$ cat src/rtl/speicher_anbindung.sv
// Memory-side responder: serialises fetch/load/store requests onto a single-port
// request/ready memory bus and answers each with a one-cycle completion pulse.
module speicher_anbindung #(
  parameter int DATA_WIDTH = 32,
  parameter int ADDR_WIDTH = 32,
  parameter int TIMEOUT    = 255
) (
  input  logic                  Clock,
  input  logic                  Reset,
  input  logic                  LoadBefehlSignal,
  input  logic [ADDR_WIDTH-1:0] BefehlAdresse,
  input  logic                  LoadDatenSignal,
  input  logic                  StoreDatenSignal,
  input  logic [ADDR_WIDTH-1:0] DatenAdresse,
  input  logic [DATA_WIDTH-1:0] StoreDaten,
  output logic                  BefehlGeladen,
  output logic [DATA_WIDTH-1:0] Befehl,
  output logic                  DatenGeladen,
  output logic [DATA_WIDTH-1:0] GeladeneDaten,
  output logic                  DatenGespeichert,
  output logic                  Fehler,
  output logic                  MemAnfrage,
  output logic                  MemSchreiben,
  output logic [ADDR_WIDTH-1:0] MemAdresse,
  output logic [DATA_WIDTH-1:0] MemSchreibDaten,
  input  logic [DATA_WIDTH-1:0] MemLeseDaten,
  input  logic                  MemBereit,
  output logic [1:0]            zustand_o
);

  localparam int CW = (TIMEOUT > 0) ? $clog2(TIMEOUT + 1) : 1;
  localparam logic [CW-1:0] CNT_LAST = CW'(TIMEOUT - 1);
  localparam bit TO_EN = (TIMEOUT != 0);

  typedef enum logic [1:0] {
    IDLE    = 2'd0,
    ANFRAGE = 2'd1,
    FERTIG  = 2'd2
  } zustand_t;

  typedef enum logic [1:0] {
    BEFEHL    = 2'd0,
    LADEN     = 2'd1,
    SPEICHERN = 2'd2
  } art_t;

  zustand_t              zustand_q, zustand_d;
  art_t                  art_q, art_d;
  logic [ADDR_WIDTH-1:0] adr_q, adr_d;
  logic [DATA_WIDTH-1:0] sdaten_q, sdaten_d;
  logic [CW-1:0]         cnt_q, cnt_d;
  logic [DATA_WIDTH-1:0] befehl_q, befehl_d;
  logic [DATA_WIDTH-1:0] geladen_q, geladen_d;
  logic                  fehler_q, fehler_d;

  always_ff @(posedge Clock) begin
    if (Reset) begin
      zustand_q <= IDLE;
      art_q     <= BEFEHL;
      adr_q     <= '0;
      sdaten_q  <= '0;
      cnt_q     <= '0;
      befehl_q  <= '0;
      geladen_q <= '0;
      fehler_q  <= 1'b0;
    end else begin
      zustand_q <= zustand_d;
      art_q     <= art_d;
      adr_q     <= adr_d;
      sdaten_q  <= sdaten_d;
      cnt_q     <= cnt_d;
      befehl_q  <= befehl_d;
      geladen_q <= geladen_d;
      fehler_q  <= fehler_d;
    end
  end

  always_comb begin
    zustand_d = zustand_q;
    art_d     = art_q;
    adr_d     = adr_q;
    sdaten_d  = sdaten_q;
    cnt_d     = cnt_q;
    befehl_d  = befehl_q;
    geladen_d = geladen_q;
    fehler_d  = fehler_q;
    case (zustand_q)
      IDLE: begin
        // Store beats load beats fetch.
        if (StoreDatenSignal) begin
          art_d     = SPEICHERN;
          adr_d     = DatenAdresse;
          sdaten_d  = StoreDaten;
          cnt_d     = '0;
          zustand_d = ANFRAGE;
        end else if (LoadDatenSignal) begin
          art_d     = LADEN;
          adr_d     = DatenAdresse;
          cnt_d     = '0;
          zustand_d = ANFRAGE;
        end else if (LoadBefehlSignal) begin
          art_d     = BEFEHL;
          adr_d     = BefehlAdresse;
          cnt_d     = '0;
          zustand_d = ANFRAGE;
        end
      end
      ANFRAGE: begin
        // A response in the expiry cycle takes precedence over the timeout.
        if (MemBereit) begin
          if (art_q == BEFEHL) befehl_d = MemLeseDaten;
          else if (art_q == LADEN) geladen_d = MemLeseDaten;
          zustand_d = FERTIG;
        end else if (TO_EN && (cnt_q == CNT_LAST)) begin
          if (art_q == BEFEHL) befehl_d = '0;
          else if (art_q == LADEN) geladen_d = '0;
          fehler_d  = 1'b1;
          zustand_d = FERTIG;
        end else begin
          cnt_d = cnt_q + CW'(1);
        end
      end
      FERTIG: begin
        zustand_d = IDLE;
      end
      default: begin
        zustand_d = IDLE;
      end
    endcase
  end

  assign MemAnfrage       = (zustand_q == ANFRAGE);
  assign MemSchreiben     = (zustand_q == ANFRAGE) && (art_q == SPEICHERN);
  assign MemAdresse       = adr_q;
  assign MemSchreibDaten  = sdaten_q;
  assign BefehlGeladen    = (zustand_q == FERTIG) && (art_q == BEFEHL);
  assign DatenGeladen     = (zustand_q == FERTIG) && (art_q == LADEN);
  assign DatenGespeichert = (zustand_q == FERTIG) && (art_q == SPEICHERN);
  assign Befehl           = befehl_q;
  assign GeladeneDaten    = geladen_q;
  assign Fehler           = fehler_q;
  assign zustand_o        = zustand_q;

endmodule

$ cat config.mk
export PLATFORM = sky130hd
export DESIGN_NAME = speicher_anbindung
export DESIGN_NICKNAME = d
export VERILOG_FILES = /design/src/rtl/speicher_anbindung.sv
export SDC_FILE = /design/constraint.sdc
export NUM_CORES = 1
export LEC_CHECK = 0
export ABC_CLOCK_PERIOD_IN_PS = 4800
export BUFFER_PORTS_ARGS = -buffer_cell sky130_fd_sc_hd__clkbuf_2
export CORE_AREA = 2 2 124 126
export CTS_CLUSTER_DIAMETER = 120
export CTS_CLUSTER_SIZE = 16
export DETAILED_ROUTE_END_ITERATION = 12
export DIE_AREA = 0 0 126 128
export HOLD_SLACK_MARGIN = 0.15
export SLEW_MARGIN = 5
export SYNTH_ARGS = -nofsm -noshare
export SYNTH_HDL_FRONTEND = slang
export SYNTH_SLANG_ARGS = --single-unit
export TNS_END_PERCENT = 100
$ cat constraint.sdc
create_clock -name Clock -period 4.8 [get_ports Clock]
set_clock_uncertainty 0.1 [all_clocks]
set_input_delay 0.24 -clock Clock [delete_from_list [all_inputs] [get_ports Clock]]
set_output_delay 0.24 -clock Clock [all_outputs]
set_load 0.005 [all_outputs]
Yosys cells after proc, flatten, opt, wreduce, memory -nomap -nowiden
Cells that the tools add are included. W data, S select, Z words.

Register bits: 141. Output and inout bits: 136. Logic and storage cells: 64.

Add/subtract/negate cells: 1. Equality and inequality tests: 9. Muxes and demuxes: 28. Bitwise operators: 2. Reduce and logical (&&, ||, !) cells: 16.

Operators with widths (number): $mux W32 (13); $mux W8 (5); $mux W2 (8); $pmux W8 S2 (1); $add A8 B1 Y8 const B (1); $eq A8 B8 Y1 const B (1); $reduce_and A4 Y1 (2); $reduce_and A2 Y1 (3); $reduce_and A3 Y1 (2); $eq A2 B1 Y1 const B (2); $eq A2 B2 Y1 const B (2); $logic_and A1 B1 Y1 (4); $logic_not A2 Y1 (2); $ne A2 B2 Y1 const B (2); $ne A4 B4 Y1 const B (1); $pmux W2 S2 (1); $reduce_bool A2 Y1 (2); $ne A3 B1 Y1 const B (1); $reduce_bool A3 Y1 (1); $not A1 Y1 (2).

Depth between registers and ports, before layout
Gate-level depths: netlist (run 1).

Depth after elaboration: 5. Gate-level depth with buffers: 7.

Worst setup path before layout (run 1)
Ideal clock, no wire load.

Path type: register -> register. From: register cnt_q[0]. To: register befehl_q[21] (netlist: Befehl[21]). Arrival: 1796 ps. Required time: 4640 ps. Setup slack: 2844 ps. Cell stages (with the launch flop): 8. Buffers on the path: 1. Period minus slack after synthesis: 1956 ps. Cell sequence: dfxtp_1 > inv_1 > ha_1 > and4_1 > a21o_1 > a31oi_1 > clkbuf_1 > a22o_1.

Word-level cells in the longest chain between the ends: 3.

RTL lines: start, declared (RTL line 51) `logic [CW-1:0] cnt_q, cnt_d;`; start signal, assigned (RTL line 71) `cnt_q <= cnt_d;`; $eq A8 B8 Y1 (RTL line 114) `end else if (TO_EN && (cnt_q == CNT_LAST)) begin`; $reduce_bool A2 Y1 (no line); $reduce_and A3 Y1 (no line); end signal, assigned (RTL line 72) `befehl_q <= befehl_d;`; end, declared (RTL line 52) `logic [DATA_WIDTH-1:0] befehl_q, befehl_d;`.

Every way passes these cells. A chain may end at the register's enable or synchronous reset.

Worst setup path in the final report (run 1)
From: register zustand_q[0] (netlist: zustand_o[0]). To: register adr_q[26] (netlist: MemAdresse[26]).

Word-level cells in the longest chain between the ends: 2.

RTL lines: start, declared (RTL line 47) `zustand_t zustand_q, zustand_d;`; start signal, assigned (RTL line 67) `zustand_q <= zustand_d;`; $logic_not A2 Y1 (RTL line 87) `case (zustand_q)`; $reduce_and A2 Y1 (no line); end signal, assigned (RTL line 69) `adr_q <= adr_d;`; end, declared (RTL line 49) `logic [ADDR_WIDTH-1:0] adr_q, adr_d;`.

Every way passes these cells.

==> flow_metrics.tcl, run 1 <==
set metrics [dict create \
    status "complete, no violations" \
    maxCapViolations 0 \
    start_util 0.344 \
    worstPathRequired_ns 5.06 \
    drive_gt1_frac 0.332 \
    syn_nets 692 \
    worst_slew_pin_slew_ns 1.20 \
    top_layer "met4" \
    io_pins 270 \
    drt-initial-drc-count 330 \
    hold_path_class "register to register" \
    wl_met2_um 8500 \
    tritoncts "yes" \
    swShare 0.264 \
    setup_viol 0 \
    syn_area_um2 5110 \
    ys_types 30 \
    diodes 0 \
    clockBufferDepth 2 \
    area_growth_syn_to_layout_pct 65.9 \
    comb_power_share 0.147 \
    synth_area_leaders "dfxtp_1 55%, a22o_1 11%, nand2_1 7.8%" \
    grt_overflow_total 0 \
    grt_setup_unrepaired "false" \
    grt_pass1_wl_um 28600 \
    drt-pass1-iter-count 5 \
    htreeDepth 4 \
    synth_common_cells "141 x dfxtp_1, 106 x nand2_1, 64 x a22o_1" \
    synth_top_cell_area_share 0.552 \
    setup_ws_ns 2.05 \
    synth.most_common_cell "dfxtp_1" \
    ys_ff_latch 141 \
    cts_resized 0 \
    hold_violations 0 \
    dp.final_hpwl_um 10700 \
    io_buffers 269 \
    root_buffer "clkbuf_16" \
    ir_drop_mv 0.247 \
    p_switching_w 0.000810 \
    tns_ns 0 \
    grt_usage 0.219 \
    wl_met3_um 1250 \
    routedWlPerCell_um 15.5 \
    synth.avg_cell_area_um2 9.20 \
    end_kind "register" \
    grt_max_degree 77 \
    vias 5733 \
    syn_inst 556 \
    antenna_left 0 \
    startpoint_type "register" \
    core_area_um2 14900 \
    drc 0 \
    yosys_warnings 0 \
    cts.clk_slew.worst_paths_ns 0.06 \
    crit_path_max_fanout 64 \
    row_count 45 \
    fin_crit_sh 0.574 \
    power_leakage_nw 3.89 \
    synth_edf_count 0 \
    ys.flop_type "dfxtp_1" \
    gp_congestion 0.794 \
    antenna_found_initial 0 \
    nNetsFinal 1070 \
    cts_buffers 17 \
    insertion_delay_ns 0.42 \
    die_x_um 126 \
    post-place-ws_ns 2.37 \
    first_global_vias 5781 \
    cp.arrival_ns 3.01 \
    slew_violations 0 \
    die_h_um 128 \
    p_clk_frac 0.436 \
    internal_power_w 0.00226 \
    synth_top_cell_by_area "dfxtp_1" \
    fin_area_um2 8490 \
    critPathKind "register to register" \
    fmax_ghz 0.363 \
    placed_cell_area_um2 6580 \
    cts.sinks 141 \
    ys_seq_area_frac 0.552 \
    vias_per_cell 5.05 \
    wirelength_um 17600 \
    synthArstFlopShare 0 \
    power.share.sequential 0.417 \
    rrSetupSlack_ns 2.05 \
    powerDensity_nw_per_um2 362 \
    m1WireLength_um 7460 \
    die-area_um2 16100 \
    finalCriticalPeriod_ns 2.75 \
    maxSlewHeadroom 0.201 \
]
[path summary, 6_finish.rpt]
kind / from / to / cells past startpoint
max: zustand_o[0] / MemAdresse[26] / 5
min reg2reg: MemSchreibDaten[6] / MemSchreibDaten[6] / 2
max reg2reg: zustand_o[0] / MemAdresse[26] / 5
min: MemSchreibDaten[6] / MemSchreibDaten[6] / 2
[cell families (layout without fill, tap and decap cells)]
| kind of cell | count (synthesis) | in the layout | share of synthesized area |
|---|---|---|---|
| AOI/OAI and AO/OA | 186 | 186 | 0.260 |
| adders and majority gates | 2 | 2 | 0.00489 |
| buffers and inverters | 50 | 441 | 0.0399 |
| DFF | 141 | 141 | 0.552 |
| and+or+nand+nor | 177 | 177 | 0.144 |
[flip-flops by register name (all words and copies together) (netlist names)]
signal and flops:
GeladeneDaten 32, art_q 2, cnt_q 8, Fehler 1
Befehl 32, MemSchreibDaten 32, MemAdresse 32, zustand_o 2
[cell usage in the layout, fill, tap and decap left out, types with 3 or more instances in the layout]
cell             n
or4_1            3
inv_6            7
o211ai_1         3
dlygate4sd3_1  131
buf_4            6
clkbuf_2       269
clkbuf_16       17
dfxtp_1        141
o21ai_0         34
nor2_1          40
a311oi_1        34
nand2_1        106
a31oi_1          4
a22o_1          64
nor3_1           4
a21oi_1         41
nand3_1          8
[power groups by stage]
stage / Combinational (W) / Clock (W) / Sequential (W)
after floorplan: 0.000165 / 0 / 0.00130
after global placement: 0.000328 / 0 / 0.00130
after detailed placement: 0.000334 / 0 / 0.00131
after CTS: 0.000442 / 0.00137 / 0.00128
after global routing: 0.000496 / 0.00144 / 0.00129
final: 0.000450 / 0.00134 / 0.00128
[critical path: stages (launching register included)]
cell	delay, ns
dfxtp_1	0.37
nor2_1	0.22
and2_2	0.91
nor2_1	0.13
a311oi_1	0.33
dlygate4sd3_1	0.60
[repair_timing]
item / in CTS / in global routing
hold buffers: 131 / 0
hold endpoints to repair: 132 / 0
buffers inserted: 0 / 0
endpoints found under the setup margin: 0 / 0
[per-stage QoR]
stage / std cells / hold WS, ns / util / total power, W
global placement: 972 / 0.342 / 0.442 / 0.00163
floorplan: 556 / 0.273 / - / 0.00147
CTS: 1135 / 0.356 / 0.571 / 0.00309
detailed placement: 972 / 0.347 / 0.442 / 0.00164
finish: 1135 / 0.357 / 0.571 / 0.00307
global route: 1135 / 0.380 / 0.571 / 0.00322
[final cells by class]
class                   instances  area (um^2)
multi-input cells             365         2110
flip-flops and latches        141         2820
well taps                     188          235
repair buffers                406         2700
fillers                      1277         6380
clock buffers                  17          425
clock inverters                15          176
inverters                       3         11.3
[layer usage]
layer	vias up	track usage
met5	-	0
met1	2678	0.269
li1	2766	-
met3	30	0.0668
met4	0	0.0808
met2	259	0.365
(Power assumes the default switching activity.)
==> run 2, diff against run 1 <==
Settings changed: ABC_AREA set to 1, ABC_CLOCK_PERIOD_IN_PS 4800 to 2900, CORE_AREA 2 2 124 126 to 2 2 135 137, DIE_AREA 0 0 126 128 to 0 0 137 139.
Clock period 4.8 ns to 2.9 ns, I/O delays scaled along.
==> flow_metrics.tcl, run 2 <==
set metrics [dict create \
    synth.avg_cell_area_um2 7.27 \
    holdCritStartpoint "LoadDatenSignal" \
    slowest_delay_ns 0.57 \
    diodes 0 \
    syn_area_um2 6030 \
    postCtsSetupBuffers 0 \
    tritoncts "yes" \
    placed_cell_area_um2 7410 \
    cp_slowest_cell "dlygate4sd3_1" \
    clockBufferDepth 2 \
    synth.most_common_cell "nand2_1" \
    nNetsFinal 1335 \
    register_area_um2 2820 \
    vias_per_cell 4.78 \
    cts_resized 0 \
    cp.arrival_ns 2.46 \
    gp_congestion 0.771 \
    startpoint_type "register" \
    crit_path_max_fanout 56 \
    critPathLaunch "zustand_o[0]" \
    maxCapViolations 0 \
    power_leakage_nw 4.40 \
    ys.flop_type "dfxtp_1" \
    wl_met2_um 9550 \
    row_count 49 \
    tns_ns 0 \
    status "complete, no violations" \
    cts.clk_slew.worst_paths_ns 0.06 \
    multiInputGateArea_um2 2740 \
    antenna_left 0 \
    final_common_cell "clkbuf_2" \
    hold_buffers 133 \
    wl_met3_um 1620 \
    fin_crit_sh 0.758 \
    synth_edf_count 0 \
    drc 0 \
    area_growth_syn_to_layout_pct 55.2 \
    io_buffers 269 \
    drt-pass1-iter-count 5 \
    cts_buffers 17 \
    finalCriticalPeriod_ns 2.20 \
    die_x_um 137 \
    worst_slew_pin_slew_ns 0.933 \
    ys_seq_area_frac 0.468 \
    worstPathRequired_ns 3.16 \
    slew_violations 0 \
    grt_usage 0.211 \
    drt-initial-drc-count 280 \
    grt_overflow_total 0 \
    synth_common_cells "165 x nand2_1, 149 x nor2_1, 141 x dfxtp_1" \
    first_global_vias 6651 \
    m1WireLength_um 8830 \
    synth_top_cell_area_share 0.468 \
    setup_viol 0 \
    swShare 0.271 \
    grt_pass1_wl_um 32400 \
    vias 6884 \
    routedWlPerCell_um 14.2 \
    maxSlewHeadroom 0.378 \
    syn_nets 965 \
    top_layer "met4" \
    ir_drop_mv 0.380 \
    final_cell_mix "269 x clkbuf_2, 165 x nand2_1, 148 x nor2_1" \
    end_kind "register" \
    synth_top_cell_by_area "dfxtp_1" \
    root_buffer "clkbuf_16" \
    antenna_found_initial 0 \
    grt_max_degree 89 \
    syn_inst 829 \
    drive_gt1_frac 0.273 \
    insertion_delay_ns 0.42 \
    io_pins 270 \
    p_clk_frac 0.420 \
    fillers 1725 \
    ys_types 27 \
    p_switching_w 0.00147 \
    core_area_um2 17700 \
    fin_area_um2 9350 \
    hold_path_class "input port to register" \
    fmax_ghz 0.455 \
    grt_setup_unrepaired "false" \
    power.share.sequential 0.400 \
    die_h_um 139 \
    ys_ff_latch 141 \
    crit_chain "inv_1 > nand2_1 > a21oi_4 > buf_12 > o21ai_0 > a31oi_1 > dlygate4sd3_1" \
    synthArstFlopShare 0 \
    wirelength_um 20400 \
    yosys_warnings 0 \
    internal_power_w 0.00396 \
    critPathKind "register to register" \
    rr_startpoint "zustand_o[0]" \
    synth_area_leaders "dfxtp_1 47%, nand2_1 10%, nor2_1 9.3%" \
    die-area_um2 19000 \
    comb_power_share 0.180 \
    htreeDepth 4 \
    dp.final_hpwl_um 12500 \
    cts.sinks 141 \
    hold_violations 0 \
    start_util 0.341 \
    powerDensity_nw_per_um2 580 \
]
==> run 2: cell count changes in the layout (fill, tap and decap cells not counted), sizes merged, moves of 3 or more <==
| cell | delta |
|---|---|
| nor2 | +111 |
| o21ai | +65 |
| a22o | -64 |
| nand3 | +64 |
| nand2 | +62 |
| a311oi | -34 |
| a21oi | +32 |
| a31oi | +28 |
| buf | +10 |
| inv | +7 |
| clkbuf | +3 |
| o211ai | -3 |
| or4 | -3 |
==> run 2: cell type report <==
cell class / instances / area share
Sequential cell: 141 / 0.302
Multi-Input combinational cell: 604 / 0.293
Timing Repair Buffer: 418 / 0.302
Tap cell: 229 / 0.0306
Clock buffer: 20 / 0.0488
Clock inverter: 12 / 0.0169
Inverter: 17 / 0.00696
==> run 2: stage by stage <==
step / cells / util / setup WS [ns] / total power, W / hold slack, ns
floorplan: 829 / - / 1.36 / 0.00267 / 0.114
global placement: 1276 / 0.419 / 0.948 / 0.00299 / 0.269
detailed placement: 1276 / 0.419 / 0.911 / 0.00299 / 0.272
CTS: 1441 / 0.530 / 0.742 / 0.00547 / 0.228
global route: 1441 / 0.530 / 0.537 / 0.00571 / 0.247
finish: 1441 / 0.530 / 0.703 / 0.00543 / 0.221
==> run 2: per-layer routing <==
layer | up-vias | global-route usage
met4 | 0 | 0.0711
li1 | 3494 | -
met1 | 3090 | 0.255
met3 | 42 | 0.0771
met2 | 258 | 0.346
met5 | - | 0
==> run 2: critical path: cells and delay by family (launching register included) <==
kind / cells / cell delay [ns]
buf+inv: 3 / 0.94
compound gates: 3 / 0.60
flops: 1 / 0.34
simple gates: 1 / 0.15
==> run 2: final timing paths <==
| path | to | slack [ns] | depth (start not counted) |
|---|---|---|---|
| max reg2reg | MemAdresse[24] | 0.70 | 7 |
| min | art_q[0] | 0.22 | 5 |
| max | MemAdresse[24] | 0.70 | 7 |
| min reg2reg | GeladeneDaten[22] | 0.38 | 2 |
==> run 2: logic make-up (layout without fill, tap and decap cells) <==
logic type / after synthesis / count (layout) / synth area share
flops: 141 / 141 / 0.468
buf+inv: 84 / 467 / 0.0801
fa+ha+maj: 2 / 2 / 0.00415
simple gates: 397 / 397 / 0.270
compound gates: 205 / 205 / 0.178
==> run 2: power groups by stage <==
stage	combinational, W	clock, W	sequential (W)
final	0.000976	0.00228	0.00217
after global routing	0.00109	0.00243	0.00219
after CTS	0.000964	0.00233	0.00217
after detailed placement	0.000782	0	0.00221
after global placement	0.000777	0	0.00221
after floorplan	0.000457	0	0.00221
